==> src/rtl/tdc_hw_accum.sv <==
// Batch accumulator for TDC Hamming-weight codes: skips SKIP samples, sums 2**LOG_SAMPLES samples.
// Optional min/max trackers are built when TDC_HW_ACCUM_MINMAX_EN is defined.
module tdc_hw_accum #(
    parameter int N           = 64,
    parameter int LOG_SAMPLES = 8,
    parameter int SKIP        = 2,
    localparam int HW_W       = $clog2(N) + 1
) (
    input  logic                        clk,
    input  logic                        rst_n,
    input  logic                        start,
    input  logic                        abort,
    input  logic [HW_W-1:0]             hw,
    input  logic                        hw_valid,
    output logic                        busy,
    output logic                        res_valid,
    input  logic                        res_ready,
    output logic [HW_W+LOG_SAMPLES-1:0] res_sum,
    output logic [HW_W-1:0]             res_mean,
    output logic [HW_W-1:0]             res_min,
    output logic [HW_W-1:0]             res_max
);

    localparam int SUM_W  = HW_W + LOG_SAMPLES;
    localparam int CNT_W  = LOG_SAMPLES + 1;
    localparam int SKIP_W = (SKIP > 1) ? $clog2(SKIP) : 1;
    localparam logic [SKIP_W-1:0] SKIP_LAST = SKIP_W'((SKIP > 0) ? SKIP - 1 : 0);
    localparam logic [CNT_W-1:0]  CNT_LAST  = CNT_W'((2 ** LOG_SAMPLES) - 1);

    typedef enum logic [1:0] {S_IDLE, S_SKIP, S_ACC, S_HOLD} state_t;

    state_t             state, state_next;
    logic               run_start, acc_take, acc_last;
    logic [SKIP_W-1:0]  skip_cnt;
    logic [CNT_W-1:0]   acc_cnt;
    logic [SUM_W-1:0]   acc_sum, sum_next;

    assign busy      = (state == S_SKIP) || (state == S_ACC);
    assign res_valid = (state == S_HOLD);
    assign sum_next  = acc_sum + SUM_W'(hw);

    always_ff @(posedge clk or negedge rst_n) begin
        if (!rst_n) state <= S_IDLE;
        else        state <= state_next;
    end

    always_comb begin
        state_next = state;
        run_start  = 1'b0;
        acc_take   = 1'b0;
        acc_last   = 1'b0;
        case (state)
            S_IDLE: begin
                if (start && !abort) begin
                    run_start  = 1'b1;
                    state_next = (SKIP == 0) ? S_ACC : S_SKIP;
                end
            end
            S_SKIP: begin
                if (abort)                                  state_next = S_IDLE;
                else if (hw_valid && skip_cnt == SKIP_LAST) state_next = S_ACC;
            end
            S_ACC: begin
                if (abort) begin
                    state_next = S_IDLE;
                end else if (hw_valid) begin
                    acc_take = 1'b1;
                    if (acc_cnt == CNT_LAST) begin
                        acc_last   = 1'b1;
                        state_next = S_HOLD;
                    end
                end
            end
            S_HOLD: begin
                if (abort || res_ready) state_next = S_IDLE;
            end
            default: state_next = S_IDLE;
        endcase
    end

    // Counters and sum are cleared on every accepted start; results load only on entry to HOLD.
    always_ff @(posedge clk or negedge rst_n) begin
        if (!rst_n) begin
            skip_cnt <= '0;
            acc_cnt  <= '0;
            acc_sum  <= '0;
            res_sum  <= '0;
            res_mean <= '0;
        end else begin
            if (run_start) begin
                skip_cnt <= '0;
                acc_cnt  <= '0;
                acc_sum  <= '0;
            end else begin
                if (state == S_SKIP && hw_valid && !abort)
                    skip_cnt <= skip_cnt + SKIP_W'(1);
                if (acc_take) begin
                    acc_cnt <= acc_cnt + CNT_W'(1);
                    acc_sum <= sum_next;
                end
            end
            if (acc_last) begin
                res_sum  <= sum_next;
                res_mean <= sum_next[SUM_W-1 -: HW_W];
            end
        end
    end

`ifdef TDC_HW_ACCUM_MINMAX_EN
    logic [HW_W-1:0] trk_min, trk_max, min_next, max_next;

    // First accepted sample of a batch seeds both trackers.
    always_comb begin
        min_next = trk_min;
        max_next = trk_max;
        if (acc_cnt == '0 || hw < trk_min) min_next = hw;
        if (acc_cnt == '0 || hw > trk_max) max_next = hw;
    end

    always_ff @(posedge clk or negedge rst_n) begin
        if (!rst_n) begin
            trk_min <= '0;
            trk_max <= '0;
            res_min <= '0;
            res_max <= '0;
        end else begin
            if (run_start) begin
                trk_min <= '0;
                trk_max <= '0;
            end else if (acc_take) begin
                trk_min <= min_next;
                trk_max <= max_next;
            end
            if (acc_last) begin
                res_min <= min_next;
                res_max <= max_next;
            end
        end
    end
`else
    assign res_min = '0;
    assign res_max = '0;
`endif

endmodule

==> config.mk <==
export PLATFORM = sky130hd
export DESIGN_NAME = tdc_hw_accum
export DESIGN_NICKNAME = d
export VERILOG_FILES = /design/src/rtl/tdc_hw_accum.sv
export SDC_FILE = /design/constraint.sdc
export NUM_CORES = 1
export LEC_CHECK = 0
export ABC_CLOCK_PERIOD_IN_PS = 3460
export CORE_ASPECT_RATIO = 1.25
export CORE_MARGIN = 3
export CORE_UTILIZATION = 45
export DETAILED_ROUTE_END_ITERATION = 8
export PLACE_DENSITY = 0.72
export SLEW_MARGIN = 20
export SYNTH_ARGS = -nofsm -noshare
export SYNTH_HDL_FRONTEND = slang
export SYNTH_SLANG_ARGS = --single-unit
==> constraint.sdc <==
create_clock -name clk -period 3.46 [get_ports clk]
set_input_delay 0.519 -clock clk [delete_from_list [all_inputs] [get_ports clk]]
set_output_delay 0.519 -clock clk [all_outputs]
set_load 0.05 [all_outputs]
Word level (Yosys, flattened, before mapping)
Cells that the tools add are included.

Add/subtract/negate cells: 3. Multiply operators: 0. Div/mod/pow operators: 0. $lt $le $gt $ge: 0. Eq/ne operators: 9. Shift operators: 0. Mux-type cells: 23. Bitwise logic cells: 0. Reduce and logical (&&, ||, !) cells: 11.

Operators with widths (count): $mux 15 (2); $mux 9 (2); $add 15x7->15 (1); $mux 2 (7); $mux 1 (11); $add 9x1->9 const B (1); $eq 9x8->1 const B (1); $pmux 2 s4 (1); $ne 3x2->1 const B (2); $reduce_and 5->1 (1); $eq 2x2->1 const B (2); $logic_and 1x1->1 (4); $reduce_bool 2->1 (2); $ne 3x3->1 const B (1); $eq 2x1->1 const B (1); $logic_not 2->1 (1); $logic_or 1x1->1 (2); $ne 2x1->1 const B (1); $ne 2x2->1 const B (1); $add 1x1->1 const B (1); $logic_not 1->1 (1).

Flip-flop bits (word level): 49. Latch bits: 0. RAM bits: 0. Bits in read-only memories: 0. Input bits: 13. Memories: 0.

Depth between registers and ports, before layout
Gate-level depths: netlist of the first run.

Depth after elaboration: 5. Mapped depth: 9. Depth with buffers taken out: 9.

Worst setup path before layout of the first run
No wires, ideal clock.

Kind: input port to flip-flop. Start: input port hw[0]. End: register acc_sum[12]. Library setup time: 0.129 ns. Data arrival time: 1.999 ns. Data required time: 3.331 ns. Setup slack: 1.332 ns. Cell stages on the path: 7. Buffers on the path: 0. Cells stage by stage: ha_1 > fa_1 > a211oi_1 > o311a_4 > or3_4 > o211ai_1 > o31ai_1.

Longest elaborated chain between the ends: 3.

RTL lines: from (decl) (RTL line 13) `input logic [HW_W-1:0] hw,`; $add 15x7->15 (RTL line 40) `assign sum_next = acc_sum + SUM_W'(hw);`; $mux 15 (RTL line 97) `if (acc_take) begin`; $mux 15 (RTL line 90) `if (run_start) begin`; to (signal assigned) (RTL line 99) `acc_sum <= sum_next;`; to (decl) (RTL line 36) `logic [SUM_W-1:0] acc_sum, sum_next;`.

Every way passes these cells. The select of a mux whose other input is x is not followed. A chain may end at the register's enable or synchronous reset.

Final worst setup path of the first run
Ends and elaborated chain as after synthesis.

==> flow_metrics.env, run 1 <==
export IMPL_yosysWarningCount=0
export IMPL_rr_worst_depth=7
export IMPL_rsz0062_at_grt="false"
export IMPL_cts_tree="yes"
export IMPL_clk_transition_reported_paths_ns=0.08
export IMPL_start_util_pct=47.2
export IMPL_vias=1843
export IMPL_worstMarginPinSlew_ns=0.907
export IMPL_grt_met2_usage_pct=27.5
export IMPL_numCtsBuffers=5
export IMPL_grt_pass1_vias=1802
export IMPL_status="finished clean"
export IMPL_cts_hold_buf=0
export IMPL_irDropWorstVdd_mv=0.224
export IMPL_cp_endpoint="acc_sum[12]$_DFFE_PN0P_"
export IMPL_grt_use_total_pct=15.5
export IMPL_layout_min_cycle_time_ns=2.40
export IMPL_end_kind="register"
export IMPL_wl_per_cell_um=13.1
export IMPL_slew_headroom_pct=39.5
export IMPL_antenna_found_initial=0
export IMPL_dp_hpwl_mm=3.35
export IMPL_use_met1_pct=17.4
export IMPL_firstDrtPassIters=4
export IMPL_wl_mm=4.56
export IMPL_p_leak_nw=1.25
export IMPL_drive_gt1_share_pct=6.62
export IMPL_pre_cts_slack_ns=0.752
export IMPL_synthToLayoutAreaGrowth_pct=17.8
export IMPL_grt_overflow=0
export IMPL_seq_area_sq_um=1050
export IMPL_ys_flop_type="dfrtp_1"
export IMPL_core_area_sq_um=5120
export IMPL_r2r_setup_slack_ns=1.36
export IMPL_synth_edf_count=0
export IMPL_max_freq_ghz=0.416
export IMPL_post_route_period_util_pct=69.4
export IMPL_fillers=475
export IMPL_yosys_register_bits=42
export IMPL_routabilityCongestion=0.814
export IMPL_final_setup_viol_count=0
export IMPL_cts_num_sinks=42
export IMPL_ios=51
export IMPL_via_per_inst=5.28
export IMPL_r2r_end="acc_sum[14]$_DFFE_PN0P_"
export IMPL_cts_root_buf="clkbuf_8"
export IMPL_postLayoutCoreUtil_pct=55.6
export IMPL_drv_cap=0
export IMPL_clock_skew_ns=0.00612
export IMPL_die_area_sq_um=6280
export IMPL_cts_buffer_depth=2
export IMPL_critPathArrivalTime_ns=2.58
export IMPL_syn_cell_area_sq_um=2410
export IMPL_drv_slew=0
export IMPL_yosysSeqAreaShare_pct=43.6
export IMPL_drc_errors=0
export IMPL_first_iter_violations=89
export IMPL_critPathMaxFanout=6
export IMPL_mostFrequentLayoutCells="dfrtp_1 (42), nand2_1 (36), clkdlybuf4s50_1 (35)"
export IMPL_required_ns=3.64
export IMPL_async_reset_ff_share_pct=100
export IMPL_setup_worst_path_class="primary input to register"
export IMPL_fin_ws_ns=1.06
export IMPL_finalPower_w=0.00143
export IMPL_cp_start_kind="primary input"
export IMPL_grt_max_degree=43
export IMPL_ant_nets=0
export IMPL_io_buffers=36
export IMPL_synth_distinct_cells=37
export IMPL_r2r_start="acc_sum[0]$_DFFE_PN0P_"
export IMPL_grt_pass1_wl_mm=7.69
export IMPL_placed_area_sq_um=2730
export IMPL_min_path_type="primary input to async pin"
export IMPL_diodes=0
export IMPL_crit_start="hw[0]"
export IMPL_tns_ns=0
export IMPL_layout_nets=313
export IMPL_finalHoldViolations=0
export IMPL_cts_post_setup_buffers_inserted=0
export IMPL_multiInputGateArea_sq_um=1200
export IMPL_die_h_um=87.9
export IMPL_die_x_um=71.5
export IMPL_cts_resized_gates=0
export IMPL_insertion_delay_ns=0.29
export IMPL_grt_util_met3_pct=3.21
export IMPL_power_density_nw_per_um2=504
export IMPL_layout_commonest_cell="dfrtp_1"
export IMPL_design_area_sq_um=2840
export IMPL_row_count=29
export IMPL_syn_avg_cell_area_sq_um=9.46
export IMPL_h_tree_depth=2
export IMPL_top_usage_layer="met2"
export IMPL_postSynthCellCount=255
synthesized netlist by cell type (6+ instances only):
master	count	share of area [%]
a21oi_1	10	2.1
buf_4	21	6.5
clkbuf_1	7	1.1
dfrtp_1	42	44
ha_1	13	6.7
inv_1	8	1.2
nand2_1	36	5.6
nand3_1	7	1.5
nor2_1	21	3.3
o211ai_1	6	1.9
o21ai_0	19	3.9
xnor2_1	12	4.4
xor2_1	11	4.0
critical path, cell delays in order:
cell	delay, ns
clkdlybuf4s50_1	0.46
ha_1	0.18
fa_1	0.24
a211oi_1	0.11
o311a_4	0.40
or3_4	0.41
o211ai_1	0.16
o31ai_1	0.09
state kept, by name, indices dropped and copies added, names as in the netlist:
signal and cells:
acc_sum 15, acc_cnt 9, res_sum 15, skip_cnt 1
state 2
layout make-up:
type,count,area share (%)
timing repair buffer,39,13.3
clock buffer,8,3.87
sequential,42,37.0
multi-input combinational,190,42.1
tap,62,2.73
inverter,8,1.06
worst min path at each step:
stage          depth (start not counted)  slack (ns)                    from                      to
3_5_place_dp                           2        0.48  res_sum[2]$_DFFE_PN0P_  res_sum[2]$_DFFE_PN0P_
6_report                               1        0.35                   rst_n    state[1]$_DFFE_PN0P_
2_1_floorplan                          0        0.22                   rst_n  acc_cnt[0]$_DFFE_PN0P_
3_3_place_gp                           2        0.46  res_sum[6]$_DFFE_PN0P_  res_sum[6]$_DFFE_PN0P_
5_1_grt                                1        0.44                   rst_n    skip_cnt$_DFFE_PN0P_
4_1_cts                                1        0.40                   rst_n    state[1]$_DFFE_PN0P_
where the power goes:
part	internal, W	total (W)	switching (W)
combinational	0.000183	0.000486	0.000303
clock	0.000201	0.000362	0.000160
sequential	0.000544	0.000585	0.0000417
total	0.000928	0.00143	0.000505
metal layers:
metal	part of all wire, %	wire length [um]
met2	51	2340
met5	0	0
met3	5.2	235
met1	42	1930
met4	1.4	63
stage by stage:
step	hold WS, ns	cells
final	0.353	349
after global routing	0.441	349
after CTS	0.400	349
after detailed placement	0.475	341
after global placement	0.461	341
after floorplan	0.223	268
cell families after synthesis:
| group | count (synthesis) | share of synthesized area, % |
|---|---|---|
| AO/OA/AOI/OAI | 55 | 14.9 |
| XOR/XNOR | 23 | 8.35 |
| adder cells (fa/ha/maj) | 14 | 7.57 |
| buffers and inverters | 36 | 8.87 |
| flip-flops | 42 | 43.6 |
| multiplexers | 4 | 1.82 |
| other | 1 | 0.155 |
| AND/OR/NAND/NOR | 80 | 14.8 |
Power figures use the tool's default switching activity.
==> inputs of run 2 (changes only) <==
--- a/config.mk
+++ b/config.mk
@@ -5,12 +5,12 @@
 export SDC_FILE = /design/constraint.sdc
 export NUM_CORES = 1
 export LEC_CHECK = 0
-export ABC_CLOCK_PERIOD_IN_PS = 3460
+export ABC_CLOCK_PERIOD_IN_PS = 2000
 export CORE_ASPECT_RATIO = 1.25
 export CORE_MARGIN = 3
 export CORE_UTILIZATION = 45
 export DETAILED_ROUTE_END_ITERATION = 8
-export PLACE_DENSITY = 0.72
+export PLACE_DENSITY = 0.75
 export SLEW_MARGIN = 20
 export SYNTH_ARGS = -nofsm -noshare
 export SYNTH_HDL_FRONTEND = slang
==> constraint.sdc (replaced) <==
create_clock -name clk -period 2 [get_ports clk]
set_input_delay 0.3 -clock clk [delete_from_list [all_inputs] [get_ports clk]]
set_output_delay 0.3 -clock clk [all_outputs]
set_load 0.05 [all_outputs]
==> run 2 against run 1 <==
  * Non-clock buffer count is 29 higher
  * Sequential share of layout area down 3.7 points
  * Routed wire length rose by 12%
  * Die area is the same
  * Core utilization is 6.2 points higher
  * Critical path type is now register to register
  * Largest cell class unchanged
  * Largest power group is now combinational cells
==> flow_metrics.env, run 2 (synthesis gave the netlist of run 1 again) <==
export IMPL_cp_start_kind="register"
export IMPL_diodes=0
export IMPL_drv_slew=0
export IMPL_drv_cap=0
export IMPL_ios=51
export IMPL_die_area_sq_um=6280
export IMPL_via_per_inst=5.12
export IMPL_pre_cts_slack_ns=-0.460
export IMPL_ant_nets=0
export IMPL_io_buffers=36
export IMPL_max_freq_ghz=0.506
export IMPL_pwr_share_seq_pct=35.2
export IMPL_r2r_start="acc_sum[4]$_DFFE_PN0P_"
export IMPL_largestRegisters="acc_sum (15), res_sum (15), acc_cnt (9)"
export IMPL_critPathArrivalTime_ns=2.17
export IMPL_dp_hpwl_mm=3.60
export IMPL_layout_nets=342
export IMPL_placed_area_sq_um=2890
export IMPL_die_x_um=71.5
export IMPL_clock_skew_ns=0.00619
export IMPL_antenna_found_initial=0
export IMPL_clk_transition_reported_paths_ns=0.08
export IMPL_design_area_sq_um=3160
export IMPL_grt_pass1_wl_mm=8.40
export IMPL_grt_overflow=0
export IMPL_wl_mm=5.09
export IMPL_synthToLayoutAreaGrowth_pct=30.9
export IMPL_p_leak_nw=1.43
export IMPL_post_route_period_util_pct=98.7
export IMPL_tns_ns=0
export IMPL_critPathMaxFanout=4
export IMPL_firstDrtPassIters=4
export IMPL_r2r_end="acc_sum[7]$_DFFE_PN0P_"
export IMPL_layout_min_cycle_time_ns=1.97
export IMPL_routabilityCongestion=0.871
export IMPL_required_ns=2.19
export IMPL_drive_gt1_share_pct=21.8
export IMPL_cts_tree="yes"
export IMPL_setup_worst_path_class="register to register"
export IMPL_pwr_share_clk_pct=23.2
export IMPL_status="finished clean"
export IMPL_vias=1934
export IMPL_worstMarginPinSlew_ns=0.540
export IMPL_grt_pass1_vias=1812
export IMPL_end_kind="register"
export IMPL_grt_use_total_pct=16.9
export IMPL_finalHoldViolations=0
export IMPL_first_iter_violations=87
export IMPL_cts_buffer_depth=2
export IMPL_netSwitchingPower_w=0.00102
export IMPL_p_int_w=0.00187
export IMPL_wl_per_cell_um=13.5
export IMPL_die_h_um=87.9
export IMPL_layout_commonest_cell="dfrtp_1"
export IMPL_h_tree_depth=2
export IMPL_power_density_nw_per_um2=915
export IMPL_grt_max_degree=43
export IMPL_rsz0062_at_grt="true"
export IMPL_fin_hold_ws_ns=0.0490
export IMPL_cp_endpoint="acc_sum[7]$_DFFE_PN0P_"
export IMPL_final_setup_viol_count=0
export IMPL_mostFrequentLayoutCells="dfrtp_1 (42), nand2_1 (36), buf_4 (34)"
export IMPL_insertion_delay_ns=0.30
export IMPL_start_util_pct=47.2
export IMPL_r2r_setup_slack_ns=0.03
export IMPL_crit_start="acc_sum[4]$_DFFE_PN0P_"
export IMPL_drc_errors=0
export IMPL_row_count=29
export IMPL_cts_root_buf="clkbuf_8"
export IMPL_rr_worst_depth=10
export IMPL_cts_hold_buf=0
export IMPL_fin_ws_ns=0.0252
export IMPL_combPwrFrac_pct=41.7
export IMPL_irDropWorstVdd_mv=0.428
export IMPL_numCtsBuffers=5
export IMPL_switching_share_pct=35.4
export IMPL_slew_headroom_pct=64.0
export IMPL_core_area_sq_um=5120
export IMPL_min_path_type="primary input to async pin"
export IMPL_cts_num_sinks=42
-- run 2: cell count changes in the layout (fill, tap and decap cells not counted), sizes merged --
cell           before  now
clkbuf              8    5
bufinv              0    1
clkdlybuf4s50      35   29
buf                 4   35
dlymetal6s2s        0    4
clkinv              0    2
-- run 2: repair_timing --
| item | 4_1_cts | 5_1_grt |
|---|---|---|
| gates cloned | 0 | 0 |
| endpoints found under the setup margin | 16 | 18 |
| buffers inserted | 2 | 6 |
| pin swaps | 6 | 15 |
| resized for setup | 4 | 26 |
-- run 2: layout make-up --
class | instances | area, sq um
Inverter | 8 | 30.0
Sequential cell | 42 | 1050
Tap cell | 62 | 77.6
Multi-Input combinational cell | 190 | 1290
Clock buffer | 5 | 68.8
Timing Repair Buffer | 68 | 601
Fill cell | 452 | 1960
Clock inverter | 3 | 40.0
-- run 2: per-stage QoR --
stage	instances	power, W	utilization (%)
detailed placement	362	0.00203	56.4
finish	378	0.00289	61.7
CTS	372	0.00275	59.1
global route	378	0.00307	61.7
floorplan	268	0.00169	-
global placement	362	0.00200	56.4
-- run 2: power groups by stage --
stage	Sequential (W)	Combinational, W	Clock, W
6_report	0.00102	0.00120	0.000669
3_3_place_gp	0.00102	0.000985	0
5_1_grt	0.00103	0.00133	0.000718
2_1_floorplan	0.00101	0.000681	0
4_1_cts	0.00101	0.00106	0.000683
3_5_place_dp	0.00102	0.00101	0
-- run 2: how the worst min path moves through the flow --
| stage | startpoint | endpoint | cells after the start |
|---|---|---|---|
| after floorplan | rst_n | acc_cnt[0]$_DFFE_PN0P_ | 0 |
| after global placement | rst_n | acc_cnt[7]$_DFFE_PN0P_ | 2 |
| after detailed placement | rst_n | acc_cnt[7]$_DFFE_PN0P_ | 2 |
| after CTS | rst_n | acc_sum[8]$_DFFE_PN0P_ | 2 |
| after global routing | rst_n | acc_cnt[7]$_DFFE_PN0P_ | 2 |
| final | rst_n | acc_cnt[7]$_DFFE_PN0P_ | 2 |
-- run 2: critical path, cell delays in order, from the launching register on --
cell	delay (ns)
dfrtp_1	0.39
ha_1	0.31
buf_4	0.14
buf_4	0.14
a21oi_2	0.15
o211ai_1	0.13
buf_4	0.18
buf_4	0.13
nand3_1	0.09
xor2_1	0.16
nor2_1	0.05
-- run 2: metal layers --
metal	wire length [um]	track usage, %	up-vias
li1	-	-	966
met1	2200	21.0	919
met2	2590	28.6	41
met3	206	3.79	8
met4	93	6.67	0
met5	0	0	-
==> inputs of run 3 (changes only) <==
--- a/config.mk
+++ b/config.mk
@@ -10,6 +10,7 @@
 export CORE_MARGIN = 3
 export CORE_UTILIZATION = 45
 export DETAILED_ROUTE_END_ITERATION = 8
+export HOLD_SLACK_MARGIN = 0.06
 export PLACE_DENSITY = 0.75
 export SLEW_MARGIN = 20
 export SYNTH_ARGS = -nofsm -noshare
==> results of run 3 <==
Final layout, timing and power as in run 2 (identical DEF).
